### src/rtl/fp_pkg.sv
// fp_pkg
// Shared definitions for the pipelined floating-point multiplier:
//   - rounding-mode encodings (RND_*)
//   - bit positions inside the 4-bit exception flag vector (FLAG_*)
//   - operand class enum (zero / normal / inf / NaN)
//   - width-parametrised helpers for the exponent bias, the canonical
//     NaN pattern, the largest finite magnitude and operand classification
// No ports; imported by fp_mult_pipe and fp_round_pack.
package fp_pkg;

  localparam logic [1:0] RND_RNE = 2'd0;
  localparam logic [1:0] RND_RTZ = 2'd1;
  localparam logic [1:0] RND_RUP = 2'd2;
  localparam logic [1:0] RND_RDN = 2'd3;

  // flags = {invalid, overflow, underflow, inexact}
  localparam int FLAG_NX = 0;
  localparam int FLAG_UF = 1;
  localparam int FLAG_OF = 2;
  localparam int FLAG_NV = 3;

  typedef enum logic [1:0] {
    FP_ZERO = 2'd0,
    FP_NORM = 2'd1,
    FP_INF  = 2'd2,
    FP_NAN  = 2'd3
  } fp_class_e;

  function automatic int fp_bias(input int expWidth);
    return (1 << (expWidth - 1)) - 1;
  endfunction

  // Sign 0, exponent all ones, only the mantissa MSB set.
  function automatic logic [63:0] fp_canon_nan(input int expWidth, input int manWidth);
    logic [63:0] pat;
    pat = ((64'd1 << expWidth) - 64'd1) << manWidth;
    pat = pat | (64'd1 << (manWidth - 1));
    return pat;
  endfunction

  // Magnitude only (no sign bit): exponent all ones minus one, mantissa all ones.
  function automatic logic [63:0] fp_max_finite(input int expWidth, input int manWidth);
    logic [63:0] pat;
    pat = ((64'd1 << expWidth) - 64'd2) << manWidth;
    pat = pat | ((64'd1 << manWidth) - 64'd1);
    return pat;
  endfunction

  // Subnormals (exponent field zero) are treated as zero regardless of mantissa.
  function automatic fp_class_e fp_classify(input logic expZero, input logic expOnes,
                                            input logic manZero);
    if (expZero) return FP_ZERO;
    if (expOnes) return manZero ? FP_INF : FP_NAN;
    return FP_NORM;
  endfunction

endpackage

### src/rtl/fp_round_pack.sv
// fp_round_pack
// Final (third) stage of the multiplier, purely combinational: applies the
// selected rounding mode to a normalised significand, detects overflow and
// underflow, resolves special operand combinations and packs the result.
// Ports:
//   sign_i         sign of the product
//   clsA_i/clsB_i  class of each original operand
//   exp_i          normalised biased exponent, signed, EXP_WIDTH+2 bits
//   man_i          kept mantissa bits (hidden bit excluded)
//   guard_i        first bit below the kept mantissa
//   sticky_i       OR of every bit below the guard bit
//   rnd_i          rounding mode (RND_*)
//   result_o       packed product
//   flags_o        {invalid, overflow, underflow, inexact}
module fp_round_pack
  import fp_pkg::*;
#(
  parameter int EXP_WIDTH = 8,
  parameter int MAN_WIDTH = 23
) (
  input  logic                       sign_i,
  input  fp_class_e                  clsA_i,
  input  fp_class_e                  clsB_i,
  input  logic [EXP_WIDTH+1:0]       exp_i,
  input  logic [MAN_WIDTH-1:0]       man_i,
  input  logic                       guard_i,
  input  logic                       sticky_i,
  input  logic [1:0]                 rnd_i,
  output logic [EXP_WIDTH+MAN_WIDTH:0] result_o,
  output logic [3:0]                 flags_o
);

  localparam int W = 1 + EXP_WIDTH + MAN_WIDTH;
  localparam int WM = W - 1;
  localparam logic [W-1:0]  NAN_PAT = W'(fp_canon_nan(EXP_WIDTH, MAN_WIDTH));
  localparam logic [WM-1:0] MAX_MAG = WM'(fp_max_finite(EXP_WIDTH, MAN_WIDTH));
  localparam logic [WM-1:0] INF_MAG = {{EXP_WIDTH{1'b1}}, {MAN_WIDTH{1'b0}}};
  localparam logic [EXP_WIDTH+1:0] EXP_OVF = {2'b00, {EXP_WIDTH{1'b1}}};

  logic                 inexact;
  logic                 roundUp;
  logic [MAN_WIDTH:0]   manSum;
  logic [EXP_WIDTH+1:0] expRnd;
  logic                 tooSmall;
  logic                 tooBig;
  logic                 toInf;
  logic                 anyNan;
  logic                 anyInf;
  logic                 anyZero;
  logic                 zeroTimesInf;

  // Rounding increment decision for each mode.
  always_comb begin
    inexact = guard_i | sticky_i;
    case (rnd_i)
      RND_RNE: roundUp = guard_i & (sticky_i | man_i[0]);
      RND_RTZ: roundUp = 1'b0;
      RND_RUP: roundUp = inexact & ~sign_i;
      default: roundUp = inexact & sign_i;
    endcase
  end

  // A carry out of the mantissa leaves the mantissa at zero and bumps the exponent.
  assign manSum = {1'b0, man_i} + {{MAN_WIDTH{1'b0}}, roundUp};
  assign expRnd = exp_i + {{(EXP_WIDTH+1){1'b0}}, manSum[MAN_WIDTH]};

  // Underflow looks at the unrounded exponent; a negative exponent has its MSB set.
  assign tooSmall = exp_i[EXP_WIDTH+1] | (exp_i == '0);
  assign tooBig   = (expRnd >= EXP_OVF);

  // On overflow, infinity is returned only when rounding moves away from zero.
  assign toInf = (rnd_i == RND_RNE) |
                 ((rnd_i == RND_RUP) & ~sign_i) |
                 ((rnd_i == RND_RDN) & sign_i);

  assign anyNan  = (clsA_i == FP_NAN) | (clsB_i == FP_NAN);
  assign anyInf  = (clsA_i == FP_INF) | (clsB_i == FP_INF);
  assign anyZero = (clsA_i == FP_ZERO) | (clsB_i == FP_ZERO);
  assign zeroTimesInf = anyInf & anyZero;

  // Special cases are resolved first, in priority order, and raise no
  // overflow/underflow/inexact; only 0 x inf is invalid.
  always_comb begin
    result_o = '0;
    flags_o  = '0;
    if (anyNan) begin
      result_o = NAN_PAT;
    end else if (zeroTimesInf) begin
      result_o = NAN_PAT;
      flags_o[FLAG_NV] = 1'b1;
    end else if (anyInf) begin
      result_o = {sign_i, INF_MAG};
    end else if (anyZero) begin
      result_o = {sign_i, {WM{1'b0}}};
    end else if (tooSmall) begin
      result_o = {sign_i, {WM{1'b0}}};
      flags_o[FLAG_UF] = 1'b1;
      flags_o[FLAG_NX] = 1'b1;
    end else if (tooBig) begin
      result_o = toInf ? {sign_i, INF_MAG} : {sign_i, MAX_MAG};
      flags_o[FLAG_OF] = 1'b1;
      flags_o[FLAG_NX] = 1'b1;
    end else begin
      result_o = {sign_i, expRnd[EXP_WIDTH-1:0], manSum[MAN_WIDTH-1:0]};
      flags_o[FLAG_NX] = inexact;
    end
  end

endmodule

### src/rtl/fp_mult_pipe.sv
// fp_mult_pipe
// Three-stage pipelined floating-point multiplier with valid/ready flow
// control on both sides, per-operation rounding mode and a pass-through tag.
// Subnormal operands and results are flushed to zero.
//   Stage 1: unpack, classify, exponent sum, exact significand product
//   Stage 2: normalise and form kept mantissa, guard and sticky bits
//   Stage 3: round, handle specials and pack (fp_round_pack), registered out
// Ports:
//   clk, rst         clock, synchronous active-low reset
//   in_valid/ready   operand handshake; a, b, rnd_mode, in_tag captured on transfer
//   out_valid/ready  result handshake; result, out_tag, flags held while stalled
module fp_mult_pipe
  import fp_pkg::*;
#(
  parameter int EXP_WIDTH = 8,
  parameter int MAN_WIDTH = 23,
  parameter int TAG_WIDTH = 4
) (
  input  logic                         clk,
  input  logic                         rst,
  input  logic                         in_valid,
  output logic                         in_ready,
  input  logic [EXP_WIDTH+MAN_WIDTH:0] a,
  input  logic [EXP_WIDTH+MAN_WIDTH:0] b,
  input  logic [1:0]                   rnd_mode,
  input  logic [TAG_WIDTH-1:0]         in_tag,
  output logic                         out_valid,
  input  logic                         out_ready,
  output logic [EXP_WIDTH+MAN_WIDTH:0] result,
  output logic [TAG_WIDTH-1:0]         out_tag,
  output logic [3:0]                   flags
);

  localparam int W   = 1 + EXP_WIDTH + MAN_WIDTH;
  localparam int PW  = 2 * MAN_WIDTH + 2;
  localparam int EW2 = EXP_WIDTH + 2;
  localparam logic [EXP_WIDTH+1:0] BIAS_X = EW2'(fp_bias(EXP_WIDTH));

  logic adv;

  logic [EXP_WIDTH-1:0] expA, expB;
  logic [MAN_WIDTH-1:0] manA, manB;

  fp_class_e            s1ClsA_d, s1ClsB_d;
  logic                 s1Sign_d;
  logic [EXP_WIDTH+1:0] s1Exp_d;
  logic [PW-1:0]        s1Prod_d;

  logic                 s1Valid_q, s1Sign_q;
  fp_class_e            s1ClsA_q, s1ClsB_q;
  logic [EXP_WIDTH+1:0] s1Exp_q;
  logic [PW-1:0]        s1Prod_q;
  logic [1:0]           s1Rnd_q;
  logic [TAG_WIDTH-1:0] s1Tag_q;

  logic [EXP_WIDTH+1:0] s2Exp_d;
  logic [MAN_WIDTH-1:0] s2Man_d;
  logic                 s2Guard_d, s2Sticky_d;

  logic                 s2Valid_q, s2Sign_q;
  fp_class_e            s2ClsA_q, s2ClsB_q;
  logic [EXP_WIDTH+1:0] s2Exp_q;
  logic [MAN_WIDTH-1:0] s2Man_q;
  logic                 s2Guard_q, s2Sticky_q;
  logic [1:0]           s2Rnd_q;
  logic [TAG_WIDTH-1:0] s2Tag_q;

  logic [W-1:0]         s3Result_d;
  logic [3:0]           s3Flags_d;

  logic                 s3Valid_q;
  logic [W-1:0]         s3Result_q;
  logic [3:0]           s3Flags_q;
  logic [TAG_WIDTH-1:0] s3Tag_q;

  // The whole pipe moves together; it only freezes when the output register
  // holds a result the consumer is not taking.
  assign adv       = !s3Valid_q || out_ready;
  assign in_ready  = adv;
  assign out_valid = s3Valid_q;
  assign result    = s3Result_q;
  assign out_tag   = s3Tag_q;
  assign flags     = s3Flags_q;

  assign expA = a[W-2:MAN_WIDTH];
  assign expB = b[W-2:MAN_WIDTH];
  assign manA = a[MAN_WIDTH-1:0];
  assign manB = b[MAN_WIDTH-1:0];

  assign s1ClsA_d = fp_classify(expA == '0, expA == '1, manA == '0);
  assign s1ClsB_d = fp_classify(expB == '0, expB == '1, manB == '0);
  assign s1Sign_d = a[W-1] ^ b[W-1];
  assign s1Exp_d  = {2'b00, expA} + {2'b00, expB} - BIAS_X;
  // Operands are widened to the product width so the multiply is exact.
  assign s1Prod_d = {{(MAN_WIDTH+1){1'b0}}, 1'b1, manA} *
                    {{(MAN_WIDTH+1){1'b0}}, 1'b1, manB};

  // The product of two [1,2) significands lies in [1,4); when it reaches 2
  // the hidden bit sits one place higher and everything shifts down by one.
  always_comb begin
    if (s1Prod_q[PW-1]) begin
      s2Exp_d    = s1Exp_q + {{(EXP_WIDTH+1){1'b0}}, 1'b1};
      s2Man_d    = s1Prod_q[PW-2:MAN_WIDTH+1];
      s2Guard_d  = s1Prod_q[MAN_WIDTH];
      s2Sticky_d = |s1Prod_q[MAN_WIDTH-1:0];
    end else begin
      s2Exp_d    = s1Exp_q;
      s2Man_d    = s1Prod_q[PW-3:MAN_WIDTH];
      s2Guard_d  = s1Prod_q[MAN_WIDTH-1];
      s2Sticky_d = |s1Prod_q[MAN_WIDTH-2:0];
    end
  end

  fp_round_pack #(
    .EXP_WIDTH(EXP_WIDTH),
    .MAN_WIDTH(MAN_WIDTH)
  ) u_round_pack (
    .sign_i  (s2Sign_q),
    .clsA_i  (s2ClsA_q),
    .clsB_i  (s2ClsB_q),
    .exp_i   (s2Exp_q),
    .man_i   (s2Man_q),
    .guard_i (s2Guard_q),
    .sticky_i(s2Sticky_q),
    .rnd_i   (s2Rnd_q),
    .result_o(s3Result_d),
    .flags_o (s3Flags_d)
  );

  // Reset clears every stage, dropping anything in flight.
  always_ff @(posedge clk) begin
    if (!rst) begin
      s1Valid_q  <= 1'b0;
      s1Sign_q   <= 1'b0;
      s1ClsA_q   <= FP_ZERO;
      s1ClsB_q   <= FP_ZERO;
      s1Exp_q    <= '0;
      s1Prod_q   <= '0;
      s1Rnd_q    <= '0;
      s1Tag_q    <= '0;
      s2Valid_q  <= 1'b0;
      s2Sign_q   <= 1'b0;
      s2ClsA_q   <= FP_ZERO;
      s2ClsB_q   <= FP_ZERO;
      s2Exp_q    <= '0;
      s2Man_q    <= '0;
      s2Guard_q  <= 1'b0;
      s2Sticky_q <= 1'b0;
      s2Rnd_q    <= '0;
      s2Tag_q    <= '0;
      s3Valid_q  <= 1'b0;
      s3Result_q <= '0;
      s3Flags_q  <= '0;
      s3Tag_q    <= '0;
    end else if (adv) begin
      s1Valid_q  <= in_valid;
      s1Sign_q   <= s1Sign_d;
      s1ClsA_q   <= s1ClsA_d;
      s1ClsB_q   <= s1ClsB_d;
      s1Exp_q    <= s1Exp_d;
      s1Prod_q   <= s1Prod_d;
      s1Rnd_q    <= rnd_mode;
      s1Tag_q    <= in_tag;
      s2Valid_q  <= s1Valid_q;
      s2Sign_q   <= s1Sign_q;
      s2ClsA_q   <= s1ClsA_q;
      s2ClsB_q   <= s1ClsB_q;
      s2Exp_q    <= s2Exp_d;
      s2Man_q    <= s2Man_d;
      s2Guard_q  <= s2Guard_d;
      s2Sticky_q <= s2Sticky_d;
      s2Rnd_q    <= s1Rnd_q;
      s2Tag_q    <= s1Tag_q;
      s3Valid_q  <= s2Valid_q;
      s3Result_q <= s3Result_d;
      s3Flags_q  <= s3Flags_d;
      s3Tag_q    <= s2Tag_q;
    end
  end

endmodule

### config.mk
export PLATFORM = sky130hd
export DESIGN_NAME = fp_mult_pipe
export DESIGN_NICKNAME = d
export VERILOG_FILES = /design/src/rtl/fp_pkg.sv /design/src/rtl/fp_round_pack.sv /design/src/rtl/fp_mult_pipe.sv
export SDC_FILE = /design/constraint.sdc
export NUM_CORES = 2
export LEC_CHECK = 0
export ABC_AREA = 1
export ABC_CLOCK_PERIOD_IN_PS = 7600
export CAP_MARGIN = 20
export CELL_PAD_IN_SITES_DETAIL_PLACEMENT = 0
export CELL_PAD_IN_SITES_GLOBAL_PLACEMENT = 1
export CORE_UTILIZATION = 47
export DETAILED_ROUTE_END_ITERATION = 10
export GPL_TIMING_DRIVEN = 0
export PLACE_DENSITY_LB_ADDON = 0.3
export SLEW_MARGIN = 0
export SYNTH_ARGS = -nofsm -noshare
export SYNTH_HDL_FRONTEND = slang
export SYNTH_SLANG_ARGS = --single-unit
### constraint.sdc
create_clock -name clk -period 7.6 [get_ports clk]
set_input_delay 0.76 -clock clk [delete_from_list [all_inputs] [get_ports clk]]
set_output_delay 0.76 -clock clk [all_outputs]
set_load 0.05 [all_outputs]
# Word-level counts from Yosys, hierarchy flattened
# Cells that the tools add are included.
# op_classes
mux	38
mul	1
order_cmp	1
reduce_logical	12
n_shift	0
n_eq_ne	9
bitwise	16
addsub	5
div	0
# ops
operator	n
2-to-1 mux 31 bit	4
2-to-1 mux 32 bit	2
multiplier 24 x 24 -> 48 bit	1
zero test 23 bit	2
adder 23 x 1 -> 24 bit	1
2-to-1 mux 24 bit	1
2-to-1 mux 23 bit	1
OR reduction 23 bit	1
OR reduction 22 bit	1
== test 8 bit, second input constant	2
zero test 8 bit	2
2-to-1 mux 1 bit	16
2-to-1 mux 2 bit	8
== test 2 bit, second input constant	6
adder 10 x 1 -> 10 bit	1
adder 10 x 1 -> 10 bit, second input constant	1
>= comparator 10 x 8 -> 1 bit, second input constant	1
zero test 10 bit	1
2-to-1 mux 10 bit	1
subtractor 9 x 7 -> 10 bit, second input constant	1
adder 8 x 8 -> 9 bit	1
2-to-1 mux 3 bit	3
bitwise OR 1 bit	8
bitwise AND 1 bit	6
other kinds (8)	10
# totals
ram_bits	0
wordCells	104
latchBits	0
input_bits	74
mem_count	0
regBits	158
mem_bits_ro	0

# Longest topological paths before layout
# logic_depth
depth_word	12
ltp_mapped	32

# By module
# From an unflattened synthesis, not the netlist that was laid out.
# unflattened
hier_cells	3961
hier_area_um2	28379.7
# by_module_without_submodules
mod	seq_area_each_um2	cells_each	instances	area_each_um2
fp_mult_pipe	3163.0	3674	1	26952.1
fp_round_pack	0.0	287	1	1427.6

# Worst setup path after synthesis
# No wires, ideal clock.
# synth_timing
kind	input -> register
startpoint	in b[3]
endpoint	reg s1Prod_q[26]
required_ns	7.486
path_slack_ns	1.086
setup_ns	0.114
cell_stages	29
path_buffers	2
arrival_time_ns	6.400
cell_sequence	clkbuf_1 clkbuf_1 nand2_1 fa_1 inv_1 fa_1 inv_1 fa_1 inv_1 fa_1 inv_1 fa_1 inv_1 fa_1 inv_1 fa_1 inv_1 ha_1 nand2_1 nor2_1 inv_1 o21ai_0 inv_1 nand2_1 nand2_1 nand2_1 nor2_1 o21bai_1 inv_1
# synth_via
elab_chain_len	1
# synth_rtl
item	line	rtl
start: declaration	fp_mult_pipe.sv:24	input logic [EXP_WIDTH+MAN_WIDTH:0] b,
multiplier 24 x 24 -> 48 bit	fp_mult_pipe.sv:95	assign s1Prod_d = {{(MAN_WIDTH+1){1'b0}}, 1'b1, manA} *
end signal: assignment	fp_mult_pipe.sv:161	s1Prod_q <= s1Prod_d;
end: declaration	fp_mult_pipe.sv:52	logic [PW-1:0] s1Prod_q;
# No other way between the ends.
# A chain may end at the register's enable or synchronous reset.

# Worst setup path in the final report
# layout_timing
startpoint	in a[7]
endpoint	reg s1Prod_q[39]
# layout_via
elab_chain_len	1
# layout_rtl
item	line	rtl
start: declaration	fp_mult_pipe.sv:23	input logic [EXP_WIDTH+MAN_WIDTH:0] a,
multiplier 24 x 24 -> 48 bit	fp_mult_pipe.sv:95	
# No other way between the ends.

==> run metrics <==
Max Buffers Root-to-Sink=2; Sink Count=158; RSZ-0062 raised after global routing=false; Post-Synthesis Mean Instance Area=7.253 um^2; most repeated library cell on the critical path=fa_1; vias per cell=5.149; DRT Pass-1 Iters=5; first-pass GRT wire length=144800 um; post-layout min period=7.488 ns; root buf cell=clkbuf_16; final hold viol count=0; Routed Antenna Nets=0; antenna violations before repair=1; DRT Wirelength=92340 um; area occupied by registers=0.003163 mm^2; most common cell in the netlist=inv_1; DR WL/cell=19.36 um; share of cells above drive strength 1=0.03428; worst path required time=7.95 ns; post-CTS setup buffer count=0; mapped cell area=0.02800 mm^2; dominant cell type by area after synthesis=fa_1; Setup crit end kind=register; Max Cap Viol=0; Fin Setup TNS=0 ns; Critical path origin=a[7]; reg-to-reg slack, setup=3.10 ns; die width=246.1 um; Overflow after GRT=0; vias in the first global route=24750; crit path DAT=7.84 ns; Synth top area share=0.3454; Slew headroom=0.4055; multi-input logic area=0.02001 mm^2; sequential share of the synthesized area=0.1130; Worst Skew=0.01021 ns; gp weighted congestion=0.9829; Worst Hold End=s1Prod_q[4]; FF-to-FF End=result[22]; hold crit path type=reg2reg; Chip Height=246.1 um; PortBufs=104; nets@finish=4735; CORE AREA=0.05891 mm^2; hold path cells=2; R2R Path Start=s2Rnd_q[1]; all-layer global routing usage=0.3196; Synth Register Bits=158; clock transition time at the flip-flop clock pins of the worst setup and hold paths=0.07 ns; TritonCTS Buffers=17; Setup CP Type=in2reg; DP HPWL=76520 um; fill count=6015; Synth area leaders=fa_1 35%, inv_1 15%, nand2_1 13%; Starting DRT DRC Count=2304; Worst Tran Pin Value=0.8917 ns; number of synthesized flops with an enable pin=0; warnings from Yosys=0; initial core utilization=0.4752; Slew Limit Fails=0; # DRC=0; CTS Hold Bufs=0; Resized Gates After CTS=40; Ports=116; CP Launch Type=input pin; CTS H-tree depth=4; Max Freq=0.1336 GHz; R2R depth=24; Synth async-reset ratio=0; area delta synth->final=9.837%; Post-Syn Instances=3860; CP Max Fanout=10; row cnt=89; Synth top cells by count=1096 x inv_1, 978 x nand2_1, 483 x fa_1; Finished Core Util=0.5220; CTS tree=done; Hold Crit Start=s1Prod_q[4]; Cell variety after synth=48; ys flop type=dfxtp_1; CP max stage delay=0.65 ns; status=finished, final reports clean; Final period util=0.9852; die area=0.06055 mm^2; Worst-Skew Late Latency=0.45 ns; largest net degree at the start of global routing=17; syn nets=4611; hold slack=0.4557 ns; vias=24570; Setup-failing EPs final=0; slowest CP cell=clkbuf_1
==> cells in the final DEF (no fill, tap or decap), types with 5 or more instances in the layout <==
master and instances:
clkinvlp_4 5, a21o_1 6, xor2_1 32, o21ai_0 150, o21bai_1 18, nand4_1 53
or2_2 5, nand3_2 6, dlymetal6s2s_1 20, inv_6 6, buf_2 8, nand3_1 105
a31oi_1 26, o211ai_1 13, fa_1 483, ha_1 194, nor2_1 160, clkdlybuf4s50_1 80
nand2_1 978, clkbuf_16 17, nor3_1 16, dfxtp_1 158, clkbuf_2 49, inv_1 1096
nor4_1 17, a21oi_1 125, clkbuf_1 91, xnor2_1 18, buf_6 6, clkbuf_4 8
==> worst max-delay path, delay by kind of cell <==
kind	cells	cell delay, ns
buffers and inverters	8	1.53
AND/OR/NAND/NOR	9	1.68
adder cells (fa/ha/maj)	8	3.88
==> flip-flops by register name (all words and copies together), names as in the netlist, 2 cells and up <==
| name | cells |
|---|---|
| s1Exp_q | 10 |
| s1ClsB_q | 2 |
| s1Rnd_q | 2 |
| s2Rnd_q | 2 |
| s1Tag_q | 4 |
| s2Tag_q | 4 |
| s2Exp_q | 10 |
| out_tag | 4 |
| s2ClsA_q | 2 |
| result | 32 |
| s1Prod_q | 48 |
| s2Man_q | 23 |
| s1ClsA_q | 2 |
| flags | 4 |
| s2ClsB_q | 2 |
==> per-stage QoR <==
stage,cell area (um^2),std cells,setup slack (ns)
after floorplan,28000,3860,1.086
after global placement,30000,4737,-0.9359
after detailed placement,30000,4737,-0.9085
after CTS,30650,4769,0.01092
after global routing,30750,4770,0.003856
final,30750,4771,0.1123
==> routing by layer <==
layer / part of all wire / track usage / vias to the layer above
met5: 0 / 0 / -
met4: 0.033 / 0.09536 / 0
met3: 0.094 / 0.07560 / 144
met2: 0.42 / 0.4780 / 969
met1: 0.45 / 0.4557 / 11950
li1: - / - / 11500
==> final cells by class <==
cell class / count / area share
Antenna cell: 1 / 0.00008138
Buffer: 165 / 0.02559
Clock buffer: 17 / 0.01383
Clock inverter: 15 / 0.005778
Inverter: 1104 / 0.1348
Multi-Input combinational cell: 2433 / 0.6506
Sequential cell: 158 / 0.1029
Tap cell: 773 / 0.03145
Timing Repair Buffer: 105 / 0.03499
==> cell families (layout without fill, tap and decap cells) <==
family	after synthesis	in the layout	synth area share
AOI/OAI and AO/OA	354	354	0.06909
xor gates and xnor gates	50	50	0.01564
adders and majority gates	677	677	0.4321
buffers and inverters	1269	1406	0.1726
DFF	158	158	0.1130
other	0	1	0
and+or+nand+nor	1352	1352	0.1975
==> how the worst max path moves through the flow <==
stage	endpoint	slack, ns	depth (start not counted)
final	s1Prod_q[39]	0.11	25
after global placement	s1Prod_q[34]	-0.94	29
after CTS	s1Prod_q[40]	0.01	26
after detailed placement	s1Prod_q[34]	-0.91	29
after global routing	s1Prod_q[43]	0.004	27
after floorplan	s1Prod_q[26]	1.09	29
Power is not shown: default switching activity piles up to over one toggle a cycle in this logic, so the estimate is an artifact.
